===== config.mk =====
export PLATFORM = sky130hd
export DESIGN_NAME = mem_stage_lsu
export DESIGN_NICKNAME = d
export VERILOG_FILES = /design/src/rtl/mem_stage_pkg.sv /design/src/rtl/mem_stage_lsu_align.sv /design/src/rtl/mem_stage_lsu.sv
export SDC_FILE = /design/constraint.sdc
export NUM_CORES = 1
export LEC_CHECK = 0
export BUFFER_PORTS_ARGS = -buffer_cell sky130_fd_sc_hd__buf_4
export CORE_MARGIN = 3
export CORE_UTILIZATION = 35
export DETAILED_ROUTE_END_ITERATION = 7
export PLACE_DENSITY = 0.73
export SYNTH_ARGS = -nofsm -noshare
export SYNTH_HDL_FRONTEND = slang
export SYNTH_SLANG_ARGS = --single-unit

===== constraint.sdc =====
create_clock -name clk_i -period 2.66 [get_ports clk_i]
set_clock_uncertainty 0.15 [all_clocks]
set_input_delay 0.266 -clock clk_i [delete_from_list [all_inputs] [get_ports clk_i]]
set_output_delay 0.266 -clock clk_i [all_outputs]
set_load 0.05 [all_outputs]

===== src/rtl/mem_stage_pkg.sv =====
// Shared constants, FSM state type and the misalignment rule for the RV32I MEM stage.
package mem_stage_pkg;

    localparam int XLEN = 32;

    localparam logic [1:0] WB_MEM = 2'd0;
    localparam logic [1:0] WB_ALU = 2'd1;
    localparam logic [1:0] WB_PC4 = 2'd2;

    localparam logic [2:0] F3_LB  = 3'b000;
    localparam logic [2:0] F3_LH  = 3'b001;
    localparam logic [2:0] F3_LW  = 3'b010;
    localparam logic [2:0] F3_LBU = 3'b100;
    localparam logic [2:0] F3_LHU = 3'b101;

    localparam logic [31:0] NOP_INST = 32'h0000_0013;

    typedef enum logic [1:0] {
        IDLE = 2'd0,
        REQ  = 2'd1,
        RSP  = 2'd2
    } lsu_state_e;

    // Stores size from SB/SH, loads from funct3; unknown load funct3 behaves as a word.
    function automatic logic misaligned(input logic st, input logic sb, input logic sh,
                                        input logic [2:0] f3, input logic [1:0] off);
        logic mis;
        if (st) begin
            if (sb) begin
                mis = 1'b0;
            end else if (sh) begin
                mis = off[0];
            end else begin
                mis = (off != 2'b00);
            end
        end else begin
            case (f3)
                F3_LB, F3_LBU: mis = 1'b0;
                F3_LH, F3_LHU: mis = off[0];
                default:       mis = (off != 2'b00);
            endcase
        end
        return mis;
    endfunction

endpackage


===== src/rtl/mem_stage_lsu_align.sv =====
// Byte-lane logic: store data replication and byte enables, load byte/half extraction and extension.
module lsu_align
    import mem_stage_pkg::*;
(
    input  logic        sb,
    input  logic        sh,
    input  logic        we,
    input  logic [1:0]  st_off,
    input  logic [31:0] st_data,
    input  logic [2:0]  ld_funct3,
    input  logic [1:0]  ld_off,
    input  logic [31:0] rdata,
    output logic [31:0] wdata,
    output logic [3:0]  be,
    output logic [31:0] ld_data
);

    logic [7:0]  ld_byte_s;
    logic [15:0] ld_half_s;

    // Store lanes: replicate the datum so any lane the enables pick holds it.
    always_comb begin
        wdata = st_data;
        be    = 4'b1111;
        if (we) begin
            if (sb) begin
                wdata = {4{st_data[7:0]}};
                be    = 4'b0001 << st_off;
            end else if (sh) begin
                wdata = {2{st_data[15:0]}};
                be    = st_off[1] ? 4'b1100 : 4'b0011;
            end else begin
                wdata = st_data;
                be    = 4'b1111;
            end
        end else begin
            wdata = st_data;
            be    = 4'b1111;
        end
    end

    // Load extraction and sign/zero extension.
    always_comb begin
        ld_byte_s = 8'h00;
        case (ld_off)
            2'd0:    ld_byte_s = rdata[7:0];
            2'd1:    ld_byte_s = rdata[15:8];
            2'd2:    ld_byte_s = rdata[23:16];
            2'd3:    ld_byte_s = rdata[31:24];
            default: ld_byte_s = rdata[7:0];
        endcase
        ld_half_s = ld_off[1] ? rdata[31:16] : rdata[15:0];
        case (ld_funct3)
            F3_LB:   ld_data = {{24{ld_byte_s[7]}}, ld_byte_s};
            F3_LH:   ld_data = {{16{ld_half_s[15]}}, ld_half_s};
            F3_LW:   ld_data = rdata;
            F3_LBU:  ld_data = {24'h000000, ld_byte_s};
            F3_LHU:  ld_data = {16'h0000, ld_half_s};
            default: ld_data = rdata;
        endcase
    end

endmodule


===== src/rtl/mem_stage_lsu.sv =====
// RV32I MEM stage: issues data-memory accesses over valid/ready, stalls while they are outstanding,
// and owns the MEM/WB register.
module mem_stage_lsu
    import mem_stage_pkg::*;
#(
    parameter int Width = XLEN
) (
    input  logic             clk_i,
    input  logic             rst_ni,
    input  logic             RegWEn_MEM,
    input  logic [1:0]       WBSel_MEM,
    input  logic             st_en_MEM,
    input  logic             SB_MEM,
    input  logic             SH_MEM,
    input  logic [Width-1:0] pc_MEM,
    input  logic [Width-1:0] alu_MEM,
    input  logic [Width-1:0] DataB_MEM,
    input  logic [Width-1:0] inst_MEM,
    output logic             stall_o,
    output logic             dmem_req_valid_o,
    input  logic             dmem_req_ready_i,
    output logic             dmem_we_o,
    output logic [Width-1:0] dmem_addr_o,
    output logic [Width-1:0] dmem_wdata_o,
    output logic [3:0]       dmem_be_o,
    input  logic             dmem_rsp_valid_i,
    input  logic [Width-1:0] dmem_rdata_i,
    output logic             RegWEn_WB,
    output logic [1:0]       WBSel_WB,
    output logic [Width-1:0] pc_WB,
    output logic [Width-1:0] alu_WB,
    output logic [Width-1:0] ld_data_WB,
    output logic [Width-1:0] inst_WB,
    output logic             misalign_WB
);

    lsu_state_e       state_r, next_state_s;
    logic [Width-1:0] addr_r, wdata_r;
    logic [3:0]       be_r;
    logic             we_r;
    logic [2:0]       f3_r;
    logic [1:0]       off_r;

    logic             memop_s, misalign_s;
    logic             req_valid_s, req_we_s, stall_s;
    logic [Width-1:0] req_addr_s, req_wdata_s;
    logic [3:0]       req_be_s;
    logic             latch_s, capture_s, mis_cap_s, ld_done_s;
    logic [Width-1:0] al_wdata_s, al_ld_s;
    logic [3:0]       al_be_s;

    lsu_align u_align (
        .sb        (SB_MEM),
        .sh        (SH_MEM),
        .we        (st_en_MEM),
        .st_off    (alu_MEM[1:0]),
        .st_data   (DataB_MEM),
        .ld_funct3 (f3_r),
        .ld_off    (off_r),
        .rdata     (dmem_rdata_i),
        .wdata     (al_wdata_s),
        .be        (al_be_s),
        .ld_data   (al_ld_s)
    );

    // Classify the instruction currently in MEM.
    always_comb begin
        memop_s    = st_en_MEM | ((WBSel_MEM == WB_MEM) & RegWEn_MEM);
        misalign_s = misaligned(st_en_MEM, SB_MEM, SH_MEM, inst_MEM[14:12], alu_MEM[1:0]);
    end

    // Access sequencing: bus request, stall and MEM/WB capture decisions.
    always_comb begin
        next_state_s = state_r;
        req_valid_s  = 1'b0;
        req_we_s     = we_r;
        req_addr_s   = addr_r;
        req_wdata_s  = wdata_r;
        req_be_s     = be_r;
        stall_s      = 1'b0;
        latch_s      = 1'b0;
        capture_s    = 1'b0;
        mis_cap_s    = 1'b0;
        ld_done_s    = 1'b0;
        case (state_r)
            IDLE: begin
                if (memop_s && !misalign_s) begin
                    req_valid_s = 1'b1;
                    req_we_s    = st_en_MEM;
                    req_addr_s  = {alu_MEM[Width-1:2], 2'b00};
                    req_wdata_s = al_wdata_s;
                    req_be_s    = al_be_s;
                    latch_s     = 1'b1;
                    if (dmem_req_ready_i) begin
                        if (st_en_MEM) begin
                            capture_s = 1'b1;
                        end else begin
                            stall_s      = 1'b1;
                            next_state_s = RSP;
                        end
                    end else begin
                        stall_s      = 1'b1;
                        next_state_s = REQ;
                    end
                end else if (memop_s) begin
                    capture_s = 1'b1;
                    mis_cap_s = 1'b1;
                end else begin
                    capture_s = 1'b1;
                end
            end
            REQ: begin
                req_valid_s = 1'b1;
                if (dmem_req_ready_i) begin
                    if (we_r) begin
                        capture_s    = 1'b1;
                        next_state_s = IDLE;
                    end else begin
                        stall_s      = 1'b1;
                        next_state_s = RSP;
                    end
                end else begin
                    stall_s = 1'b1;
                end
            end
            RSP: begin
                if (dmem_rsp_valid_i) begin
                    capture_s    = 1'b1;
                    ld_done_s    = 1'b1;
                    next_state_s = IDLE;
                end else begin
                    stall_s = 1'b1;
                end
            end
            default: begin
                next_state_s = IDLE;
            end
        endcase
    end

    assign stall_o          = stall_s;
    assign dmem_req_valid_o = req_valid_s;
    assign dmem_we_o        = req_we_s;
    assign dmem_addr_o      = req_addr_s;
    assign dmem_wdata_o     = req_wdata_s;
    assign dmem_be_o        = req_be_s;

    // FSM state, latched request fields and the MEM/WB register; non-capture cycles insert a bubble.
    always_ff @(posedge clk_i) begin
        if (!rst_ni) begin
            state_r     <= IDLE;
            addr_r      <= {Width{1'b0}};
            wdata_r     <= {Width{1'b0}};
            be_r        <= 4'b0000;
            we_r        <= 1'b0;
            f3_r        <= 3'b000;
            off_r       <= 2'b00;
            RegWEn_WB   <= 1'b0;
            WBSel_WB    <= 2'b00;
            pc_WB       <= {Width{1'b0}};
            alu_WB      <= {Width{1'b0}};
            ld_data_WB  <= {Width{1'b0}};
            inst_WB     <= {Width{1'b0}};
            misalign_WB <= 1'b0;
        end else begin
            state_r <= next_state_s;
            if (latch_s) begin
                addr_r  <= {alu_MEM[Width-1:2], 2'b00};
                wdata_r <= al_wdata_s;
                be_r    <= al_be_s;
                we_r    <= st_en_MEM;
                f3_r    <= inst_MEM[14:12];
                off_r   <= alu_MEM[1:0];
            end
            if (capture_s) begin
                RegWEn_WB   <= RegWEn_MEM & ~mis_cap_s;
                WBSel_WB    <= WBSel_MEM;
                pc_WB       <= pc_MEM;
                alu_WB      <= alu_MEM;
                ld_data_WB  <= ld_done_s ? al_ld_s : {Width{1'b0}};
                inst_WB     <= inst_MEM;
                misalign_WB <= mis_cap_s;
            end else begin
                RegWEn_WB   <= 1'b0;
                WBSel_WB    <= WB_ALU;
                pc_WB       <= {Width{1'b0}};
                alu_WB      <= {Width{1'b0}};
                ld_data_WB  <= {Width{1'b0}};
                inst_WB     <= NOP_INST;
                misalign_WB <= 1'b0;
            end
        end
    end

endmodule

# [Word level (Yosys, flattened, before mapping)]
# Cells that the tools add are included.
[word_totals] ff_bits=206 latch_bits=0 mem_bits_rw=0 rom_bits=0 out_inout_bits=203 wordCells=101 memories=0
[op_classes] n_addsub=0 mul=0 n_div=0 magnitude_cmp=0 n_eq_ne=15 shifts=1 n_mux=52 bitwise_logic=4 reduce_logical=13
[op_table] op="32-bit two-way mux" n=7
[op_table] op="32-bit one-hot mux with 4 select lines" n=1
[op_table] op="8-bit one-hot mux with 4 select lines" n=1
[op_table] op="1-bit two-way mux" n=24
[op_table] op="4-bit two-way mux" n=6
[op_table] op="16-bit two-way mux" n=1
[op_table] op="3-bit equality test (second input constant)" n=4
[op_table] op="2-bit two-way mux" n=6
[op_table] op="2-bit equality test (second input constant)" n=3
[op_table] op="3-bit by 1-bit equality test with 1-bit output (second input constant)" n=2
[op_table] op="2-bit logical NOT" n=3
[op_table] op="3-bit logical NOT" n=2
[op_table] op="2-bit inequality test (second input constant)" n=3
[op_table] op="1-bit one-hot mux with 3 select lines" n=2
[op_table] op="2-bit one-hot mux with 3 select lines" n=1
[op_table] op="5-bit two-way mux" n=1
[op_table] op="2-bit by 1-bit equality test with 1-bit output (second input constant)" n=2
[op_table] op="1-bit one-hot mux with 2 select lines" n=2
[op_table] op="4-bit AND reduction" n=1
[op_table] op="2-bit OR reduction" n=2
[op_table] op="1-bit by 2-bit left shift with 4-bit output (first input constant)" n=1
[op_table] op="3-bit inequality test (second input constant)" n=1
[op_table] op="3-bit AND reduction" n=1
[op_table] op="1-bit bitwise AND" n=2
[op_table] op="6 further kinds" n=6

# [Logic depth before layout (Yosys ltp)]
[logic_depth] word_depth=10 ltp_mapped=8

# [Cells and area by module]
# Synthesis repeated with hierarchy kept, for this count alone.
[hier_totals] cells_unflattened=897 area_unflattened_um2=8993.6
[by_module_without_submodules] mod="mem_stage_lsu" n_inst=1 cells_each=711 area_per_inst_um2=7841.3
[by_module_without_submodules] mod="lsu_align" n_inst=1 cells_each=186 area_per_inst_um2=1152.4

# [Least setup slack after synthesis]
# No wires, ideal clock.
[synth_timing] path_type="in2out" startpoint="input port SB_MEM" endpoint="output port dmem_wdata_o[10]" arrival_ps=2045 path_slack_ps=199 stages=8 cell_sequence="clkbuf_1 -> nor2b_1 -> o21ai_1 -> and3_1 -> clkbuf_1 -> buf_2 -> buf_2 -> a31oi_1"
[synth_via] elab_chain_cells=6 word_cells_on_any_way=8 classes_between="mux (6); reduce/logical (2)"
[synth_rtl] element="from (decl)" line_no="mem_stage_lsu.sv:13" text="input logic SB_MEM,"
[synth_rtl] element="1-bit two-way mux" line_no="mem_stage_pkg.sv:29" text="if (sb) begin"
[synth_rtl] element="1-bit two-way mux" line_no="mem_stage_pkg.sv:28" text="if (st) begin"
[synth_rtl] element="1-bit logical NOT" line_no="mem_stage_lsu.sv:87" text="if (memop_s && !misalign_s) begin"
[synth_rtl] element="1-bit logical AND" line_no="mem_stage_lsu.sv:87"
[synth_rtl] element="32-bit two-way mux (*)" line_no="mem_stage_lsu.sv:87"
[synth_rtl] element="32-bit two-way mux (*)" line_no="mem_stage_lsu.sv:85" text="case (state_r)"
[synth_rtl] element="to (decl)" line_no="mem_stage_lsu.sv:24" text="output logic [Width-1:0] dmem_wdata_o,"
# Every way passes the cells marked *; elsewhere a longest branch is shown, timed or not.

# [Worst setup path after layout]
[layout_timing] startpoint="register state_r[1]" endpoint="output port dmem_wdata_o[28]"
[layout_via] elab_chain_cells=2
[layout_rtl] element="from (decl)" line_no="mem_stage_lsu.sv:37" text="lsu_state_e state_r, next_state_s;"
[layout_rtl] element="from (signal assigned)" line_no="mem_stage_lsu.sv:166" text="state_r <= next_state_s;"
[layout_rtl] element="2-bit logical NOT" line_no="mem_stage_lsu.sv:85"
[layout_rtl] element="32-bit two-way mux" line_no="mem_stage_lsu.sv:85"
# No other way between the ends.

==> summary.md <==
| Metric | Value |
|---|---|
| Async set or reset register ratio after synthesis | 0 |
| Nets@finish | between 1500 and 2000 |
| Area leader, netlist | dfxtp_1 |
| Post-Syn Instances | 875 |
| Largest family of logic cells by synthesized area | multiplexers |
| DRT iter0 DRCs | 469 |
| DR vias | 8385 |
| Least-Margin Pin Slew | 968 ps |
| Register share of total power | 0.362 |
| Pin count of the biggest net entering global routing | between 100 and 150 |
| Min Tclk post-route | 2600 ps |
| Simple-Gate Fraction of Synth Area | 0.176 |
| Max transition margin | 0.355 |
| Die area | 0.0260 sq mm |
| Pre-CTS setup slack | 317 ps |
| Gr ovfl total | 0 |
| Wire per inst | 17.6 um |
| Synth Warn # | 0 |
| Top-count cell post-synth | dfxtp_1 |
| Worst hold slack | 31.8 ps |
| Pint | ~6.3 mW |
| First-pass GRT wire length | 46.8 mm |
| Complex-gate fraction of the synthesized area | 0.111 |
| Post-synthesis mux area share | 0.176 |
| Die width | 161 um |
| Post-synth EDFFs | 0 |
| Slowest CP cell | dfxtp_4 |
| Worst hold path type | primary input to flop |
| Die Ht | 161 um |
| Overall power | 9.38 mW |
| H-tree Lvls | 1 |
| Max FO, Critical Path | 10 |
| Initial Utilization | 0.358 |
| Drt first pass iters | 4 |
| PortBufs | 370 |
| Cell chain of the critical path | nor2_4 -> o21a_1 -> and3_4 -> buf_4 -> mux2_1 -> buf_4 |
| Vias in the first global route | 8514 |
| Critical Path Start Type | flop |
| Max-cap viol count | 0 |
| DR vias/cell | 4.88 |
| Top cells by area, synth | dfxtp_1 (49%), mux2i_1 (8.7%), nand2_1 (7.3%) |
| Antenna violations before repair | 1 |
| Yosys reg bits | 206 |
| Slew Limit Fails | 0 |
| Hold Startpoint | DataB_MEM[21] |
| Yosys cell types | 47 |
| RSZ-0062 raised after global routing | yes |
| Syn_area_per_cell | 9.64 sq um |
| Period utilization | 0.979 |
| Most used cell, CP | buf_4 |
| Clk network pwr share | 0.343 |
| Syn-to-layout area delta | 66.8% |
| Sw frac | 0.323 |
| Total GRT Usage | 0.222 |
| Setup CP Type | flop to primary output |
| Critical Path Max Stage Delay | 370 ps |
| Yosys top cell area share | 0.489 |
| Total Routed Length | 30.3 mm |
| # clock sinks | 206 |
| Post-DRT Antenna Nets | 0 |
| Final worst slack | 56.6 ps |
| Max clock buf depth | 3 |
| Synth Area in XOR/XNOR | 0 |
| Post-synthesis adder-cell area fraction | 0 |
| # IOs | about 370 |
| Worst Setup SP | state_r[1] |
| Pwr Density | ~670 mW/mm^2 |
| Final Hold Vio Count | 0 |
| Core area | between 0.02 and 0.025 sq mm |
| WP data arrival | 2190 ps |
| Top_reg_cell synth | dfxtp_1 |
| Post-Layout Cell Count | 1720 |
| CP required | roughly 2200 ps |
| Status | complete, no violations |
| CTS Buf Count | 22 |
| Synth top cells by count | dfxtp_1 (206), nand2_1 (163), and2_1 (96) |
| Setup violators final | 0 |
| CP Capture Type | primary output |
| Clock Tree Root | clkbuf_16 |
| FMAX | roughly 0.38 GHz |
| Lkg Pwr | 6.42 nW |
| R2R Path Start | f3_r[0] |
| Clk slew on worst S/H paths | 60 ps |
| Std-Cell Rows | 56 |
| Drt drc | 0 |
| DPL Wire Length | 19.9 mm |
| Seq/Total Area, Yosys | 0.489 |
| Comb pwr share | 0.295 |
| Synth Cell Area | roughly 0.0084 sq mm |
| Placed cell count | 1517 |
| P_sw | 3.03 mW |
| Share of cells above drive strength 1 | 0.348 |
| Worst IR drop on VDD | 347 uV |
| Clock Latency Late Sink | 500 ps |
| Setup TNS Final | 0 ps |
| GP Congestion | ~0.87 |
| TritonCTS clock tree | done |
per-stage QoR:
step	utilization	instance area, sq um
final	0.597	14100
after global routing	0.597	14100
after CTS	0.588	13800
after detailed placement	0.488	11500
after global placement	0.488	11500
after floorplan	-	8440
state kept, by name, indices dropped and copies added (netlist names):
register     count
RegWEn_WB        1
WBSel_WB         2
addr_r          30
alu_WB          32
be_r             4
f3_r             3
inst_WB         32
ld_data_WB      32
misalign_WB      1
off_r            2
pc_WB           32
state_r          2
wdata_r         32
we_r             1
final cells by class:
cell class / instances / area [sq um]
antenna: 1 / 2.50
clock buffer: 33 / 683
clock inverter: 6 / 86.3
fill: 1894 / 9480
inverter: 13 / 48.8
multi-input combinational: 587 / 3950
sequential: 206 / 4130
tap: 319 / 399
timing repair buffer: 555 / 4770
final timing paths:
path / end / slack (ps) / cells past startpoint
worst max-delay path: dmem_wdata_o[28] / 60 / 6
worst min-delay path: wdata_r[21] / 30 / 4
worst max register to register: ld_data_WB[0] / 170 / 6
worst min register to register: addr_r[2] / 310 / 2
placed cells by master, fill, tap and decap left out, drive strengths merged, types with 3 or more instances in the layout:
master	instances
a211oi	19
a21oi	43
a311oi	9
a31oi	22
and2	96
and3	3
buf	400
clkbuf	33
clkinv	3
dfxtp	206
dlygate4sd3	155
inv	13
mux2	67
mux2i	73
nand2	163
nand2b	8
nand3	10
nor2	6
nor2b	7
o211ai	6
o21a	4
o21ai	19
o221ai	8
o31a	4
worst max-delay path: cells and delay by family, from the launching register on:
family	cells	cell delay [ps]
AND/OR/NAND/NOR	2	390
AO/OA/AOI/OAI	1	140
multiplexers	1	360
flip-flops	1	370
buffers and inverters	2	420
routing by layer:
metal	up-vias	wire length, um	global-route usage
met4	0	971	0.0798
li1	4002	-	-
met2	365	15200	0.397
met1	3962	11900	0.263
met3	56	2260	0.0495
met5	-	0	0
cells by family after synthesis:
family	count (synthesis)
flops	206
buf+inv	83
mux	140
compound gates	142
other cells	1
simple gates	303
power groups by stage:
stage	clock network, mW	logic, mW	registers (mW)
2_1_floorplan	0	1.25	3.83
3_5_place_dp	0	2.46	3.45
6_report	3.21	2.77	3.40
5_1_grt	3.42	2.91	3.41
3_3_place_gp	0	2.44	3.45
4_1_cts	3.28	2.67	3.39
repair_timing:
action	in CTS	in global routing
setup endpoints to repair	60	64
setup buffers	5	3
endpoints found under the hold margin	183	1
pin swaps	0	0
hold buffers	154	1
resized for setup	5	57
(Power assumes the default switching activity.)
